--- src/rtl/nonce_sched_if.sv ---
// Handshake bundle between the nonce scheduler (master) and one SHA256 core (slave).
interface nonce_sched_if;
  logic         core_start;
  logic         core_reset;
  logic [31:0]  core_nonce;
  logic         core_done;
  logic [255:0] core_hash;

  modport master (
    output core_start,
    output core_reset,
    output core_nonce,
    input  core_done,
    input  core_hash
  );

  modport slave (
    input  core_start,
    input  core_reset,
    input  core_nonce,
    output core_done,
    output core_hash
  );
endinterface

--- src/rtl/nonce_sched.sv ---
// Nonce sweep scheduler: issues nonces to a SHA256 core and stops on a hash below target.
// Optional WAIT watchdog with bounded retries is enabled by defining NONCE_SCHED_WATCHDOG_EN.
module nonce_sched #(
  parameter int TIMEOUT_CYC = 1024,
  parameter int MAX_RETRY   = 3
) (
  input  logic          clk,
  input  logic          reset_n,
  input  logic          cfg_start,
  input  logic          cfg_abort,
  input  logic [31:0]   nonce_first,
  input  logic [31:0]   nonce_last,
  input  logic [255:0]  target,
  output logic          busy,
  output logic          found,
  output logic          exhausted,
  output logic          error,
  output logic [31:0]   found_nonce,
  output logic [31:0]   attempts,
  nonce_sched_if.master core
);

  typedef enum logic [1:0] {IDLE, ISSUE, WAIT, CHECK} state_t;

  state_t         state_reg;
  logic [31:0]    cur_nonce_reg;
  logic [31:0]    last_reg;
  logic [255:0]   target_reg;
  logic [255:0]   hash_reg;
  logic [31:0]    found_nonce_reg;
  logic [31:0]    attempts_reg;
  logic           core_start_reg;
  logic           core_reset_reg;
  logic           found_reg;
  logic           exhausted_reg;

`ifdef NONCE_SCHED_WATCHDOG_EN
  localparam int TW = $clog2(TIMEOUT_CYC + 1);
  localparam int RW = $clog2(MAX_RETRY + 1);

  logic [TW-1:0]  timer_reg;
  logic [RW-1:0]  retry_reg;
  logic           error_reg;
  logic           timeout;
  logic           retry_left;

  assign timeout    = (timer_reg == TW'(TIMEOUT_CYC - 1));
  assign retry_left = ((int'(retry_reg) + 1) < MAX_RETRY);
  assign error      = error_reg;
`else
  logic unused_params;
  assign unused_params = ^{TIMEOUT_CYC, MAX_RETRY};
  assign error         = 1'b0;
`endif

  always_ff @(posedge clk or negedge reset_n) begin
    if (!reset_n) begin
      state_reg       <= IDLE;
      cur_nonce_reg   <= '0;
      last_reg        <= '0;
      target_reg      <= '0;
      hash_reg        <= '0;
      found_nonce_reg <= '0;
      attempts_reg    <= '0;
      core_start_reg  <= 1'b0;
      core_reset_reg  <= 1'b0;
      found_reg       <= 1'b0;
      exhausted_reg   <= 1'b0;
`ifdef NONCE_SCHED_WATCHDOG_EN
      timer_reg       <= '0;
      retry_reg       <= '0;
      error_reg       <= 1'b0;
`endif
    end else begin
      core_reset_reg <= 1'b0;
      case (state_reg)
        IDLE: begin
          if (cfg_start) begin
            cur_nonce_reg   <= nonce_first;
            last_reg        <= nonce_last;
            target_reg      <= target;
            found_reg       <= 1'b0;
            exhausted_reg   <= 1'b0;
            found_nonce_reg <= '0;
            attempts_reg    <= '0;
            core_start_reg  <= 1'b1;
            state_reg       <= ISSUE;
`ifdef NONCE_SCHED_WATCHDOG_EN
            error_reg       <= 1'b0;
            retry_reg       <= '0;
`endif
          end
        end

        // A watchdog retry lands here with core_start low, so ISSUE then
        // spends one extra cycle to keep start and core reset apart.
        ISSUE: begin
          if (cfg_abort) begin
            core_reset_reg <= 1'b1;
            core_start_reg <= 1'b0;
            state_reg      <= IDLE;
          end else if (core_start_reg) begin
            core_start_reg <= 1'b0;
            state_reg      <= WAIT;
`ifdef NONCE_SCHED_WATCHDOG_EN
            timer_reg      <= '0;
`endif
          end else begin
            core_start_reg <= 1'b1;
          end
        end

        WAIT: begin
          if (cfg_abort) begin
            core_reset_reg <= 1'b1;
            state_reg      <= IDLE;
          end else if (core.core_done) begin
            hash_reg  <= core.core_hash;
            state_reg <= CHECK;
            if (attempts_reg != 32'hFFFF_FFFF) begin
              attempts_reg <= attempts_reg + 32'd1;
            end
`ifdef NONCE_SCHED_WATCHDOG_EN
            retry_reg <= '0;
          end else if (timeout) begin
            core_reset_reg <= 1'b1;
            retry_reg      <= retry_reg + RW'(1);
            if (retry_left) begin
              state_reg <= ISSUE;
            end else begin
              error_reg <= 1'b1;
              state_reg <= IDLE;
            end
          end else begin
            timer_reg <= timer_reg + TW'(1);
`endif
          end
        end

        CHECK: begin
          if (cfg_abort) begin
            core_reset_reg <= 1'b1;
            state_reg      <= IDLE;
          end else if (hash_reg < target_reg) begin
            found_reg       <= 1'b1;
            found_nonce_reg <= cur_nonce_reg;
            state_reg       <= IDLE;
          end else if (cur_nonce_reg == last_reg) begin
            exhausted_reg <= 1'b1;
            state_reg     <= IDLE;
          end else begin
            cur_nonce_reg  <= cur_nonce_reg + 32'd1;
            core_start_reg <= 1'b1;
            state_reg      <= ISSUE;
          end
        end

        default: state_reg <= IDLE;
      endcase
    end
  end

  assign busy            = (state_reg != IDLE);
  assign found           = found_reg;
  assign exhausted       = exhausted_reg;
  assign found_nonce     = found_nonce_reg;
  assign attempts        = attempts_reg;
  assign core.core_start = core_start_reg;
  assign core.core_reset = core_reset_reg;
  assign core.core_nonce = cur_nonce_reg;

endmodule

--- src/flat_wrapper.sv ---
// flat-port wrapper written by rule: the top's interface ports become plain ports
module nonce_sched_flat 
#(
  parameter int TIMEOUT_CYC = 1024,
  parameter int MAX_RETRY   = 3
)
  (clk, reset_n, cfg_start, cfg_abort, nonce_first, nonce_last, target, busy, found, exhausted, error, found_nonce, attempts, core_core_start, core_core_reset, core_core_nonce, core_core_done, core_core_hash);
  nonce_sched_if core_i ();
  input  logic clk;
  input  logic reset_n;
  input  logic cfg_start;
  input  logic cfg_abort;
  input  logic [31:0] nonce_first;
  input  logic [31:0] nonce_last;
  input  logic [255:0] target;
  output logic busy;
  output logic found;
  output logic exhausted;
  output logic error;
  output logic [31:0] found_nonce;
  output logic [31:0] attempts;
  output wire logic [$bits(core_i.core_start)-1:0] core_core_start;
  output wire logic [$bits(core_i.core_reset)-1:0] core_core_reset;
  output wire logic [$bits(core_i.core_nonce)-1:0] core_core_nonce;
  input wire logic [$bits(core_i.core_done)-1:0] core_core_done;
  input wire logic [$bits(core_i.core_hash)-1:0] core_core_hash;
  assign core_core_start = core_i.core_start;
  assign core_core_reset = core_i.core_reset;
  assign core_core_nonce = core_i.core_nonce;
  assign core_i.core_done = core_core_done;
  assign core_i.core_hash = core_core_hash;
  nonce_sched #(.TIMEOUT_CYC(TIMEOUT_CYC), .MAX_RETRY(MAX_RETRY)) u_core (.clk(clk), .reset_n(reset_n), .cfg_start(cfg_start), .cfg_abort(cfg_abort), .nonce_first(nonce_first), .nonce_last(nonce_last), .target(target), .busy(busy), .found(found), .exhausted(exhausted), .error(error), .found_nonce(found_nonce), .attempts(attempts), .core(core_i));
endmodule
--- config.mk ---
export PLATFORM = sky130hd
export DESIGN_NAME = nonce_sched_flat
export DESIGN_NICKNAME = d
export VERILOG_FILES = /design/src/rtl/nonce_sched_if.sv /design/src/rtl/nonce_sched.sv /design/src/flat_wrapper.sv
export SDC_FILE = /design/constraint.sdc
export NUM_CORES = 1
export LEC_CHECK = 0
export ABC_AREA = 1
export CELL_PAD_IN_SITES_DETAIL_PLACEMENT = 1
export CELL_PAD_IN_SITES_GLOBAL_PLACEMENT = 1
export CORE_MARGIN = 2
export CORE_UTILIZATION = 41
export DETAILED_ROUTE_END_ITERATION = 10
export PLACE_DENSITY = 0.86
export SLEW_MARGIN = 20
export SYNTH_ARGS = -nofsm -noshare
export SYNTH_HDL_FRONTEND = slang
export SYNTH_SLANG_ARGS = --single-unit
export TNS_END_PERCENT = 10
--- constraint.sdc ---
create_clock -name clk -period 5.35 [get_ports clk]
set_input_delay 1.605 -clock clk [delete_from_list [all_inputs] [get_ports clk]]
set_output_delay 1.605 -clock clk [all_outputs]
set_load 0.01 [all_outputs]
==> impl_metrics.csv <==
group,metric,value,unit
flow_run,max_cap_violations,0,
critical_path,cp_slowest_cell,"nor4_1",
critical_path,start_kind,"flop",
logic_synthesis,synthesis.area,32800,um2
layout,drive_gt1_share,4.15,%
cts,clkTransAtPathRegs,0.06,ns
critical_path,crit_buf_inv,1,
hold_path,min_from,"u_core.hash_reg[149]$_DFFE_PN0P_",
floorplan,core-area,79100,um2
timing,fin_skew,0.0201,ns
power,irDropWorstVdd,0.371,mV
logic_synthesis,synth-compound-area-share,8.25,%
power,powerDensity,545,nW/um2
logic_synthesis,synth_cells,3975,
timing,fin_crit_sh,76.3,%
layout,area_growth_syn_to_layout,31.8,%
layout,multi_input_area,14500,um2
grt,grt_max_degree,233,
place,hpwl,83.4,mm
power,power_leakage,21.2,nW
timing,hold_viol,0,
critical_path,crit_top_cell,"nand2_1",
grt,grtUsageTotal,28.2,%
logic_synthesis,async_reset_ff_share,100,%
routing,vias,30100,
cts,cts-root-buf,"clkbuf_16",
floorplan,rows,103,
timing,slew_headroom,16.4,%
critical_path,rr_startpoint,"u_core.hash_reg[143]$_DFFE_PN0P_",
logic_synthesis,synthTopCellsByArea,"dfrtp_1, nand2_1, ha_1",
routing,wire_per_inst,20.5,um
routing,drt_iter0_drc,1760,
floorplan,die_h,287,um
layout,seq_area,16200,um2
timing,rsz0062_at_grt,"false",
routing,wirelength,118,mm
floorplan,dieArea,82300,um2
cts,tritoncts,"done",
logic_synthesis,synthAdderAreaFrac,9.81,%
timing,final_max_slew_viol_count,0,
critical_path,worst_setup_path_end_kind,"flop",
critical_path,worstPathCellList,"ha_1, nand4_1, inv_1, nand2_1, nor4_1, nand3_1, nor3_1, nand2_2, nand3_4, nand3_4, nand2_1, nand2_1",
cts,cts_num_sinks,646,
cts,clock_latency,0.60,ns
logic_synthesis,yosys.area_share.simple,24.3,%
logic_synthesis,yosys.area.top_type_share,49.3,%
hold_path,min_to,"u_core.hash_reg[149]$_DFFE_PN0P_",
cts,cts_buffer_depth,3,
logic_synthesis,synth.largest_area_cell,"dfrtp_1",
place,portBuffers,681,
hold_path,whs_path_depth,2,
layout,nets,5427,
critical_path,r2r_end,"u_core.core.core_nonce[0]$_DFFE_PN0P_",
floorplan,initial_core_util,41.4,%
critical_path,startpoint,"u_core.hash_reg[143]$_DFFE_PN0P_",
critical_path,cpPeakStageDelay,0.77,ns
cts,cts_resized,0,
status,outcome,"completed",
grt,antenna_found_initial,54,
logic_synthesis,synth_common_cells,"nand2_1, dfrtp_1, inv_1, o21ai_0, ha_1",
logic_synthesis,synth_ff_type,"dfrtp_1",
floorplan,boundaryPins,683,
timing,tightestPinTransition,1.25,ns
cts,cts_buffers,77,
routing,drc,0,
critical_path,critical_path.top_delay_family,"simple AND/OR/NAND/NOR gates",
logic_synthesis,synth_edf_count,0,
critical_path,crit_cells,12,
routing,drtAntennaViolNets,0,
critical_path,required,5.82,ns
logic_synthesis,yosysSeqAreaShare,49.3,%
grt,grt_first_pass_wirelength,182,mm
cts,cts_setup_buffers,0,
logic_synthesis,ys_ff_latch,646,
routing,dr.pass1.iters,5,
critical_path,crit_arrival,4.55,ns
hold_path,hold_class,"flop to flop",
place,gp_congestion,0.906,
logic_synthesis,syn_nets,4813,
critical_path,critPathKind,"flop to flop",
place,dp_cells,5559,
critical_path,reg2reg_depth,12,
cts,ctsHoldBuffers,0,
logic_synthesis,post-synth-top-count-cell,"nand2_1",
floorplan,die_x,287,um
layout,final.fill_count,9353,
logic_synthesis,ys_warn_count,0,
layout,fin_cells,5742,
timing,fin_setup_tns,0,ns
critical_path,crit_fanout,35,
timing,period_minus_slack,4.08,ns
logic_synthesis,synthMuxAreaShare,0,%
logic_synthesis,synth_xor_area_share,1.74,%
logic_synthesis,synth_top_family_by_area,"simple AND/OR/NAND/NOR gates",
timing,max_freq,245,MHz
critical_path,r2r_setup_slack,1.27,ns
routing,avgViaCountPerCell,5.25,
logic_synthesis,ys_types,54,
timing,finalSetupViolCount,0,
grt,grt.overflow.total,0,
cts,htree_levels,3,
logic_synthesis,synth.avg_cell_area,8.25,um2
grt,grt_pass1_vias,32900,
-- cells in the final DEF, fill, tap and decap left out, types with 5 or more instances in the layout --
cell type,n
clkbuf_8,19
o21ai_0,327
clkdlybuf4s50_1,680
nand2_1,1560
dfrtp_1,646
nor2_1,97
clkbuf_16,77
buf_12,10
nand4_1,74
diode_2,46
o21ai_1,7
o31ai_1,19
inv_1,373
nor3_1,36
clkinv_2,12
o21a_1,5
buf_4,15
bufinv_16,7
or2_2,7
nand3_1,116
nor4_1,19
xnor2_1,37
a21oi_1,135
ha_1,257
nand2_2,5
clkbuf_1,14
nor2_4,7
xor2_1,28
-- power by group --
part	leakage [nW]	switching (W)	internal [W]
combinational	11.8	0.00600	0.00377
clock	1.28	0.00216	0.00325
sequential	8.13	0.00135	0.00701
total	21.2	0.00951	0.0140
-- area by class of cell --
type                       instances  area share [%]
tap                             1050            3.04
inverter                         379            3.31
clock buffer                     110            5.18
clock inverter                    26           0.807
antenna                           46           0.266
multi-input combinational       2778            33.4
sequential                       646            37.4
timing repair buffer             707            16.6
-- kinds of logic (layout without fill, tap and decap cells) --
group,count (synthesis),after routing
DFF,646,646
buffers and inverters,551,1222
adders and majority gates,257,257
xor gates and xnor gates,65,65
other,1,47
and+or+nand+nor,1942,1942
AOI/OAI and AO/OA,513,513
-- layer usage --
metal	global-route usage, %	part of all wire [%]	wire length, um
met3	4.78	5.0	5910
met1	33.0	39	45600
met4	17.9	6.3	7460
met2	48.1	50	58800
met5	0	0.15	178
-- stage by stage --
step | hold slack, ns | worst slack [ns] | instance area (um2) | utilization (%) | total power [W]
floorplan | 0.442 | 2.64 | 32800 | - | 0.0144
global placement | 0.462 | 1.03 | 40500 | 51.2 | 0.0171
detailed placement | 0.471 | 0.914 | 40500 | 51.2 | 0.0179
CTS | 0.488 | 1.24 | 43100 | 54.5 | 0.0237
global route | 0.506 | 1.03 | 43200 | 54.6 | 0.0254
finish | 0.486 | 1.27 | 43200 | 54.6 | 0.0235
-- how the worst max path moves through the flow --
stage                                        endpoint  slack (ns)
4_1_cts        u_core.core.core_nonce[24]$_DFFE_PN0P_        1.24
3_5_place_dp          u_core.attempts[26]$_DFFE_PN0P_        0.91
2_1_floorplan          u_core.attempts[6]$_DFFE_PN0P_        2.64
3_3_place_gp          u_core.attempts[26]$_DFFE_PN0P_        1.03
5_1_grt         u_core.core.core_nonce[0]$_DFFE_PN0P_        1.03
6_report        u_core.core.core_nonce[0]$_DFFE_PN0P_        1.27
-- tightest hold or removal path, cell delays in order (launching register included) --
cell	delay, ns
dfrtp_1	0.34
nand2_1	0.06
nand2_1	0.05
No activity file was read; power rests on OpenSTA's default activity.
